File: src/rtl/snoop_responder_pkg.sv
// rtl/snoop_responder_pkg.sv - shared types for the per-core snoop agent
package snoop_responder_pkg;

  typedef enum logic [1:0] {
    INVALID  = 2'b00,
    SHARED   = 2'b01,
    MODIFIED = 2'b10
  } line_state_t;

  typedef enum logic [1:0] {
    IDLE = 2'b00,
    REQ  = 2'b01,
    RESP = 2'b10,
    FWD  = 2'b11
  } snoop_fsm_t;

  typedef enum logic {
    SEARCH = 1'b0,
    INV    = 1'b1
  } snoop_op_t;

  // A line counts as held only in SHARED or MODIFIED; the unused 2'b11 encoding reads as INVALID.
  function automatic logic line_valid(input logic [1:0] st);
    return (st == SHARED) || (st == MODIFIED);
  endfunction

endpackage

File: src/rtl/snoop_responder_if.sv
// rtl/snoop_responder_if.sv - bus-side and cache-side signals of the snoop agent
interface snoop_responder_if #(
  parameter int ADDR_W = 5,
  parameter int DATA_W = 16
) ();

  logic              search;
  logic              snp_inv;
  logic [ADDR_W-1:0] snp_addr;
  logic              search_found;
  logic              search_done;
  logic              fwd_valid;
  logic [DATA_W-1:0] fwd_data;
  logic              busy;

  logic              cache_req;
  logic              cache_gnt;
  logic [ADDR_W-1:0] cache_addr;
  logic              cache_hit;
  logic [1:0]        cache_state;
  logic [DATA_W-1:0] cache_data;
  logic              cache_upd;
  logic [1:0]        cache_new_state;

  // Environment view: bus arbiter plus the cache snoop port.
  modport master (
    output search, snp_inv, snp_addr, cache_gnt, cache_hit, cache_state, cache_data,
    input  search_found, search_done, fwd_valid, fwd_data, busy,
    input  cache_req, cache_addr, cache_upd, cache_new_state
  );

  // Snoop agent view.
  modport slave (
    input  search, snp_inv, snp_addr, cache_gnt, cache_hit, cache_state, cache_data,
    output search_found, search_done, fwd_valid, fwd_data, busy,
    output cache_req, cache_addr, cache_upd, cache_new_state
  );

endinterface

File: src/rtl/snoop_responder.sv
// rtl/snoop_responder.sv - snoop agent: cache lookup, data forward, downgrade/invalidate
module snoop_responder
  import snoop_responder_pkg::*;
#(
  parameter int ADDR_W   = 5,
  parameter int DATA_W   = 16,
  parameter int FWD_HOLD = 2
) (
  input  logic             clk,
  input  logic             rst_n,
  snoop_responder_if.slave bus
);

  localparam int CNT_W = $clog2(FWD_HOLD + 1);
  localparam logic [CNT_W-1:0] HOLD_LAST = CNT_W'(FWD_HOLD - 1);

  localparam logic [1:0] ST_IDLE = 2'(IDLE);
  localparam logic [1:0] ST_REQ  = 2'(REQ);
  localparam logic [1:0] ST_RESP = 2'(RESP);
  localparam logic [1:0] ST_FWD  = 2'(FWD);

  logic [1:0]        state_q;
  snoop_op_t         op_q;
  logic [ADDR_W-1:0] addr_q;
  logic              hit_q;
  logic [1:0]        lstate_q;
  logic [DATA_W-1:0] data_q;
  logic              found_q;
  logic [CNT_W-1:0]  cnt_q;

  logic line_ok;
  logic do_upd;
  logic do_fwd;
  logic in_resp;

  // Decisions are taken from the line snapshot captured on the grant cycle.
  assign line_ok = hit_q && line_valid(lstate_q);
  assign do_upd  = line_ok && ((op_q == INV) || (lstate_q == MODIFIED));
  assign do_fwd  = line_ok && ((op_q == SEARCH) || (lstate_q == MODIFIED));
  assign in_resp = (state_q == ST_RESP);

  assign bus.busy            = (state_q != ST_IDLE);
  assign bus.cache_req       = (state_q == ST_REQ);
  assign bus.search_done     = in_resp;
  assign bus.search_found    = found_q;
  assign bus.cache_upd       = in_resp && do_upd;
  assign bus.cache_new_state = (in_resp && do_upd) ? ((op_q == INV) ? INVALID : SHARED) : INVALID;
  assign bus.cache_addr      = (bus.cache_req || bus.cache_upd) ? addr_q : '0;
  assign bus.fwd_valid       = (in_resp && do_fwd) || (state_q == ST_FWD);
  assign bus.fwd_data        = bus.fwd_valid ? data_q : '0;

  // Snoop FSM: accept in IDLE, wait for grant, answer, then optionally hold the forward.
  always_ff @(posedge clk or negedge rst_n) begin
    if (!rst_n) begin
      state_q  <= ST_IDLE;
      op_q     <= SEARCH;
      addr_q   <= '0;
      hit_q    <= 1'b0;
      lstate_q <= 2'b00;
      data_q   <= '0;
      found_q  <= 1'b0;
      cnt_q    <= '0;
    end else begin
      case (state_q)
        ST_IDLE: begin
          if (bus.search || bus.snp_inv) begin
            addr_q  <= bus.snp_addr;
            op_q    <= bus.snp_inv ? INV : SEARCH;
            state_q <= ST_REQ;
          end
        end
        ST_REQ: begin
          if (bus.cache_gnt) begin
            hit_q    <= bus.cache_hit;
            lstate_q <= bus.cache_state;
            data_q   <= bus.cache_data;
            // Registered here so search_found is already valid alongside search_done.
            found_q  <= bus.cache_hit && line_valid(bus.cache_state);
            state_q  <= ST_RESP;
          end
        end
        ST_RESP: begin
          if (do_fwd && (FWD_HOLD > 1)) begin
            cnt_q   <= CNT_W'(1);
            state_q <= ST_FWD;
          end else begin
            state_q <= ST_IDLE;
          end
        end
        ST_FWD: begin
          if (cnt_q >= HOLD_LAST) begin
            cnt_q   <= '0;
            state_q <= ST_IDLE;
          end else begin
            cnt_q <= cnt_q + 1'b1;
          end
        end
        default: state_q <= ST_IDLE;
      endcase
    end
  end

endmodule

File: src/flat_wrapper.sv
// flat-port wrapper written by rule: the top's interface ports become plain ports
module snoop_responder_flat import snoop_responder_pkg::*;
#(
  parameter int ADDR_W   = 5,
  parameter int DATA_W   = 16,
  parameter int FWD_HOLD = 2
)
  (clk, rst_n, bus_search, bus_snp_inv, bus_snp_addr, bus_cache_gnt, bus_cache_hit, bus_cache_state, bus_cache_data, bus_search_found, bus_search_done, bus_fwd_valid, bus_fwd_data, bus_busy, bus_cache_req, bus_cache_addr, bus_cache_upd, bus_cache_new_state);
  snoop_responder_if #(.ADDR_W(ADDR_W), .DATA_W(DATA_W)) bus_i ();
  input  logic clk;
  input  logic rst_n;
  input wire logic [$bits(bus_i.search)-1:0] bus_search;
  input wire logic [$bits(bus_i.snp_inv)-1:0] bus_snp_inv;
  input wire logic [$bits(bus_i.snp_addr)-1:0] bus_snp_addr;
  input wire logic [$bits(bus_i.cache_gnt)-1:0] bus_cache_gnt;
  input wire logic [$bits(bus_i.cache_hit)-1:0] bus_cache_hit;
  input wire logic [$bits(bus_i.cache_state)-1:0] bus_cache_state;
  input wire logic [$bits(bus_i.cache_data)-1:0] bus_cache_data;
  output wire logic [$bits(bus_i.search_found)-1:0] bus_search_found;
  output wire logic [$bits(bus_i.search_done)-1:0] bus_search_done;
  output wire logic [$bits(bus_i.fwd_valid)-1:0] bus_fwd_valid;
  output wire logic [$bits(bus_i.fwd_data)-1:0] bus_fwd_data;
  output wire logic [$bits(bus_i.busy)-1:0] bus_busy;
  output wire logic [$bits(bus_i.cache_req)-1:0] bus_cache_req;
  output wire logic [$bits(bus_i.cache_addr)-1:0] bus_cache_addr;
  output wire logic [$bits(bus_i.cache_upd)-1:0] bus_cache_upd;
  output wire logic [$bits(bus_i.cache_new_state)-1:0] bus_cache_new_state;
  assign bus_i.search = bus_search;
  assign bus_i.snp_inv = bus_snp_inv;
  assign bus_i.snp_addr = bus_snp_addr;
  assign bus_i.cache_gnt = bus_cache_gnt;
  assign bus_i.cache_hit = bus_cache_hit;
  assign bus_i.cache_state = bus_cache_state;
  assign bus_i.cache_data = bus_cache_data;
  assign bus_search_found = bus_i.search_found;
  assign bus_search_done = bus_i.search_done;
  assign bus_fwd_valid = bus_i.fwd_valid;
  assign bus_fwd_data = bus_i.fwd_data;
  assign bus_busy = bus_i.busy;
  assign bus_cache_req = bus_i.cache_req;
  assign bus_cache_addr = bus_i.cache_addr;
  assign bus_cache_upd = bus_i.cache_upd;
  assign bus_cache_new_state = bus_i.cache_new_state;
  snoop_responder #(.ADDR_W(ADDR_W), .DATA_W(DATA_W), .FWD_HOLD(FWD_HOLD)) u_core (.clk(clk), .rst_n(rst_n), .bus(bus_i));
endmodule
File: config.mk
export PLATFORM = sky130hd
export DESIGN_NAME = snoop_responder_flat
export DESIGN_NICKNAME = d
export VERILOG_FILES = /design/src/rtl/snoop_responder_pkg.sv /design/src/rtl/snoop_responder_if.sv /design/src/rtl/snoop_responder.sv /design/src/flat_wrapper.sv
export SDC_FILE = /design/constraint.sdc
export NUM_CORES = 1
export LEC_CHECK = 0
export CAP_MARGIN = 20
export CORE_MARGIN = 1
export CORE_UTILIZATION = 48
export CTS_CLUSTER_DIAMETER = 100
export CTS_CLUSTER_SIZE = 8
export DETAILED_ROUTE_END_ITERATION = 10
export PLACE_DENSITY = 0.82
export SKIP_CTS_REPAIR_TIMING = 1
export SYNTH_ARGS = -nofsm -noshare
export SYNTH_HDL_FRONTEND = slang
export SYNTH_SLANG_ARGS = --single-unit
File: constraint.sdc
create_clock -name clk -period 3.1 [get_ports clk]
set_clock_uncertainty 0.05 [all_clocks]
set_input_delay 0.62 -clock clk [delete_from_list [all_inputs] [get_ports clk]]
set_output_delay 0.62 -clock clk [all_outputs]
set_load 0.05 [all_outputs]
==> metrics, run 1 <==
RSZ-0062 raised after global routing no; Ant. Diodes 0; fin crit share 0.929; Setup WS pre-CTS 0.343 ns; Vias/cell 4.92; Avg Inst Size Synth 13.3 um^2; worst slew pin tran 0.526 ns; critical path arrival 2.21 ns; Filler cells 225; Starting Density 0.522; R2R Setup Slk 1.42 ns; first-pass GRT wire length 5.01 mm; largest net degree at the start of global routing 31; worst skew pair latency 0.33 ns; final hold viol count 0; HP Class reg -> reg; Setup crit end kind output pin; Hold Path End u_core.cnt_q[0]; Reg clk slew, reported paths 0.10 ns; Rel. slew slack 0.649; Rows 20; initial DRC count 35; number of synthesized register bits 30; Hold Crit Start u_core.cnt_q[0]; Hold Crit Depth 2; Post-Route WL 3.52 mm; Tmin final 2.88 ns; fraction of layout cells with a size suffix above 1 0.262; crit start category flop; vias in the first global route 1064; GRT overflow 0; Leak 1.39 nW; post-route cell area 2320 um^2; Port-buffer cells 56; Seq. cell area 751 um^2; syn_nets 155; Die X 60.5 um; initial antenna violation count 0; Crit Reg-Reg Endpoint u_core.data_q[9]; synth warn 0; die area 3670 um^2; final setup fails 0; Max FO, Critical Path 4; Worst R2R Path Depth 2; total power 2.58 mW; final slew viol count 0; Die Y 60.5 um; Final ANT Viol Nets 0; Core Area 3150 um^2; Multi-input gate area 801 um^2; Clock Sinks 30; PD cells 1110 nW/um^2; first-pass detailed-route iteration total 4; fin worst setup slack 0.221 ns; Root Buffer clkbuf_4; Cells after Synth 124; CP required 2.43 ns; post-detail-place hpwl 2.39 mm; reg2reg start u_core.state_q[0]; Num CTS Buffers 5; Worst IR Drop VDD 0.000519 V; Bufs on Longest Clock Path 2; post-synth design cell area 1650 um^2; status finished clean; Max Freq 347 MHz; routed vias 1117; WL per Instance 15.5 um; Distinct cells, synth 29; H-Tree Level Count 2; I/O pin total 58; DRC errors left 0; sequential area share after synthesis 0.456; GPL Wtd Cong 0.762; MaxCap Viol Count 0; critical path type reg -> out; Final Net Count 213; CTS tree done; Post-Place Cell Area 2200 um^2; final hold slack 0.448 ns; synth-to-layout area growth 40.9%; Total GRT Usage 0.196
[stage by stage]
step	TNS (ns)	utilization	cells
finish	0	0.735	227
global route	0	0.735	227
CTS	-0.220	0.722	227
detailed placement	0	0.697	219
global placement	0	0.697	219
floorplan	0	-	124
[sequential cells by signal, indices dropped and copies added (netlist names)]
register                 cells
u_core.lstate_q              2
u_core.data_q               16
u_core.cnt_q                 2
u_core.state_q               2
u_core.hit_q                 1
u_core.addr_q                5
u_core.bus.search_found      1
u_core.op_q                  1
[cell usage after synthesis]
cell,count,area (um^2)
a32oi_1,1,8.76
nor2b_1,2,12.5
conb_1,1,3.75
o21ai_0,2,10.0
dfrtp_1,30,751
a21o_1,1,7.51
nand3b_4,1,20.0
xor2_1,1,8.76
nand2_1,6,22.5
a31o_1,1,8.76
nor3b_1,1,7.51
and3b_1,16,140
nor2_1,6,22.5
ha_1,2,25.0
nand4bb_4,1,27.5
a31oi_4,1,21.3
inv_1,6,22.5
buf_4,1,7.51
nand2b_4,2,27.5
mux2i_1,1,10.0
and2_1,5,31.3
a22o_1,1,8.76
nor3_4,1,16.3
buf_6,5,56.3
o22ai_2,1,12.5
clkbuf_1,2,7.51
mux2_2,6,67.6
nand3_1,2,10.0
mux2_4,18,270
[metal layers]
layer | vias up | GRT usage | wire, um | part of all wire
met5 | - | 0 | 0 | 0
met4 | 0 | 0.0877 | 60 | 0.017
met3 | 6 | 0.0597 | 184 | 0.052
met2 | 34 | 0.320 | 1720 | 0.49
met1 | 536 | 0.239 | 1560 | 0.44
li1 | 541 | - | - | -
[final cells by class]
type                            count  area share
Multi-Input combinational cell     80       0.345
Sequential cell                    30       0.324
Timing Repair Buffer               59       0.263
Clock buffer                        8      0.0340
Tap cell                           44      0.0237
Inverter                            6     0.00971
[worst max path at each step]
stage | startpoint | end
3_5_place_dp | u_core.lstate_q[1] | bus_fwd_data[15]
6_report | u_core.lstate_q[1] | bus_cache_upd
3_3_place_gp | u_core.lstate_q[1] | bus_fwd_data[13]
4_1_cts | u_core.lstate_q[1] | bus_fwd_data[15]
5_1_grt | u_core.lstate_q[0] | bus_cache_upd
2_1_floorplan | u_core.lstate_q[0] | bus_cache_new_state[0]
[where the power goes]
| part | internal [mW] | switching (mW) | leakage [nW] |
|---|---|---|---|
| clock network | 0.155 | 0.137 | 0.0446 |
| logic | 0.697 | 0.842 | 0.993 |
| registers | 0.588 | 0.159 | 0.356 |
| total | 1.44 | 1.14 | 1.39 |
[logic make-up after synthesis]
| family | synth area share |
|---|---|
| AOI/OAI and AO/OA | 0.0472 |
| buffers and inverters | 0.0570 |
| muxes | 0.211 |
| other | 0.00228 |
| xor gates and xnor gates | 0.00532 |
| adders and majority gates | 0.0152 |
| DFF | 0.456 |
| and+or+nand+nor | 0.205 |
[critical path: stages (launching register included)]
cell,delay [ns]
dfrtp_1,0.40
ha_1,0.30
nand4bb_4,0.23
nor2_1,0.14
clkdlybuf4s50_1,0.81
[placed cells by master (no fill, tap or decap), types with 2 or more instances in the layout]
| master | netlist | final |
|---|---|---|
| and2_1 | 5 | 5 |
| and3b_1 | 16 | 16 |
| buf_4 | 1 | 9 |
| clkbuf_4 | 0 | 5 |
| clkbuf_8 | 0 | 3 |
| clkdlybuf4s50_1 | 0 | 33 |
| dfrtp_1 | 30 | 30 |
| dlymetal6s2s_1 | 0 | 17 |
| ha_1 | 2 | 2 |
| inv_1 | 6 | 6 |
| mux2_2 | 6 | 6 |
| mux2_4 | 18 | 18 |
| nand2_1 | 6 | 6 |
| nand2b_4 | 2 | 2 |
| nand3_1 | 2 | 2 |
| nor2_1 | 6 | 6 |
| nor2b_1 | 2 | 2 |
| o21ai_0 | 2 | 2 |
Power figures use the tool's default switching activity.
==> run 2, diff against run 1 <==
--- a/config.mk
+++ b/config.mk
@@ -11,7 +11,8 @@
 export CTS_CLUSTER_DIAMETER = 100
 export CTS_CLUSTER_SIZE = 8
 export DETAILED_ROUTE_END_ITERATION = 10
-export PLACE_DENSITY = 0.82
+export PLACE_DENSITY = 0.91
+export REMOVE_ABC_BUFFERS = 1
 export SKIP_CTS_REPAIR_TIMING = 1
 export SYNTH_ARGS = -nofsm -noshare
 export SYNTH_HDL_FRONTEND = slang
==> run 2 against run 1 <==
  * Core utilization shrank 1.2 points
  * Non-clock buffer count shrank 1
  * Worst setup slack lost 0.10 ns
  * Register-to-register slack lost 0.10 ns
  * Critical path depth grew 1
  * Clock-buffer cell count shrank 1
  * Final cell count shrank 0.88%
  * Design area shrank 1.6%
  * Via count grew 0.63%
  * Combinational power is essentially flat
  * Clock power shrank 27%
  * Highest routed layer unchanged
==> metrics, run 2 (synthesized netlist as in run 1, its figures left out) <==
status finished clean; Rel. slew slack 0.634 (-0.0146); worst skew pair latency 0.33 ns (about the same); synth-to-layout area growth 38.6%; final hold slack 0.452 ns (+0.00455 ns); Total GRT Usage 0.215 (+0.0195); initial DRC count 35 (unchanged); Root Buffer clkbuf_4; Port-buffer cells 56 (unchanged); Tmin final 2.98 ns (+0.105 ns); Final Net Count 212 (-0.47%); fin cells 225 (-0.88%); critical path arrival 2.31 ns (+0.10 ns); final hold viol count 0 (unchanged); first-pass detailed-route iteration total 4 (unchanged); Max FO, Critical Path 17 (+13); most common cell after layout, fill and taps aside clkdlybuf4s50_1; crit start category flop; GRT overflow 0 (unchanged); Post-Route WL 3.52 mm (about the same); first-pass GRT wire length 5.47 mm (+9.2%); Max Freq 335 MHz (-3.5%); initial antenna violation count 0 (unchanged); I/O pin total 58 (unchanged); Final ANT Viol Nets 0 (unchanged); worst slew pin tran 0.548 ns (+0.0218 ns); WL per Instance 15.7 um (+0.92%); HP Class reg -> reg; DRC errors left 0 (unchanged); Filler cells 224 (-0.44%); top flop regs u_core.data_q x16, u_core.addr_q x5; Leak 1.37 nW (-1.8%); Setup WS pre-CTS 0.340 ns (-0.00231 ns); CP required 2.43 ns (about the same); Placed Cells incl. Taps 218 (-0.46%); Setup TNS 0 ns (unchanged); Setup crit end kind output pin; Core Area 3150 um^2 (unchanged); final setup fails 0 (unchanged); Starting Density 0.522 (unchanged); routed vias 1124 (+0.63%); PD cells 1100 nW/um^2 (-1.4%); post-route cell area 2280 um^2 (-1.6%); fin worst setup slack 0.116 ns (-0.105 ns); Die Y 60.5 um (unchanged); RSZ-0062 raised after global routing no; fraction of layout cells with a size suffix above 1 0.243 (-0.0192); H-Tree Level Count 2 (unchanged); post-detail-place hpwl 2.69 mm (+12%); Ant. Diodes 0 (unchanged); Reg clk slew, reported paths 0.09 ns (about the same); most flop-heavy register u_core.data_q; Worst IR Drop VDD 0.000461 V (-11%); Seq. cell area 752 um^2 (+0.17%); die area 3670 um^2 (unchanged); Num CTS Buffers 5 (unchanged); GPL Wtd Cong 0.750 (-1.6%); Die X 60.5 um (unchanged); Multi-input gate area 801 um^2 (unchanged); most frequent cells in the layout clkdlybuf4s50_1 (34), dfrtp_1 (29), mux2_4 (18); MaxCap Viol Count 0 (unchanged); critical path type reg -> out; Bufs on Longest Clock Path 2 (unchanged); final slew viol count 0 (unchanged); vias in the first global route 1174 (+10%); CTS tree done; Post-Place Cell Area 2190 um^2 (-0.23%); fin crit share 0.962 (+0.0338); Clock Sinks 30 (unchanged); Rows 20 (unchanged); Vias/cell 5.00 (+1.5%); largest net degree at the start of global routing 31 (unchanged); Largest register FFs 16 (unchanged)
run 2: cell count changes in the layout (fill, tap and decap cells not counted), sizes merged:
cell           before  now
buf                 9    7
clkbuf              8    7
clkdlybuf4s50      33   34
run 2: where the power goes:
part,leakage [nW],internal [mW],switching (mW)
logic,0.989,0.691,0.835
clock network,0.0254,0.0853,0.128
registers,0.355,0.589,0.172
run 2: final cells by class:
type,count,area share
sequential,30,0.330
clock buffer,7,0.0197
multi-input combinational,80,0.351
tap,44,0.0241
timing repair buffer,58,0.265
inverter,6,0.00987
run 2: per-stage QoR:
| stage | utilization | total power [mW] |
|---|---|---|
| after global routing | 0.723 | 2.63 |
| after CTS | 0.710 | 2.52 |
| after detailed placement | 0.695 | 2.31 |
| after floorplan | - | 1.85 |
| final | 0.723 | 2.50 |
| after global placement | 0.695 | 2.24 |
run 2: final timing paths:
path | start | to | slack [ns] | depth (start not counted)
setup / recovery | u_core.lstate_q[1] | bus_fwd_valid | 0.12 | 5
hold / removal | u_core.bus.search_found | u_core.bus.search_found | 0.45 | 2
setup reg to reg | u_core.state_q[1] | u_core.data_q[0] | 1.32 | 3
hold reg to reg | u_core.bus.search_found | u_core.bus.search_found | 0.45 | 2
max in group asynchronous | rst_n | u_core.state_q[1] | 2.10 | 2
min in group asynchronous | rst_n | u_core.cnt_q[1] | 0.61 | 2
run 2: per-layer routing:
layer / vias up / part of all wire / track usage / wire [um]
met5: - / 0 / 0 / 0
met1: 549 / 0.39 / 0.235 / 1390
met3: 10 / 0.030 / 0.0469 / 106
li1: 539 / - / - / -
met2: 26 / 0.55 / 0.380 / 1940
met4: 0 / 0.025 / 0.133 / 87
run 2: critical path: stages, from the launching register on:
cell and delay (ns):
dfrtp_1 0.40, ha_1 0.21, nand2b_4 0.17, a31oi_4 0.37, nor2b_1 0.10, clkdlybuf4s50_1 0.72
==> run 3, diff against run 2 <==
--- a/config.mk
+++ b/config.mk
@@ -11,6 +11,7 @@
 export CTS_CLUSTER_DIAMETER = 100
 export CTS_CLUSTER_SIZE = 8
 export DETAILED_ROUTE_END_ITERATION = 10
+export GPL_ROUTABILITY_DRIVEN = 0
 export PLACE_DENSITY = 0.91
 export REMOVE_ABC_BUFFERS = 1
 export SKIP_CTS_REPAIR_TIMING = 1
==> results of run 3 <==
Final layout, timing and power as in run 2 (identical DEF).
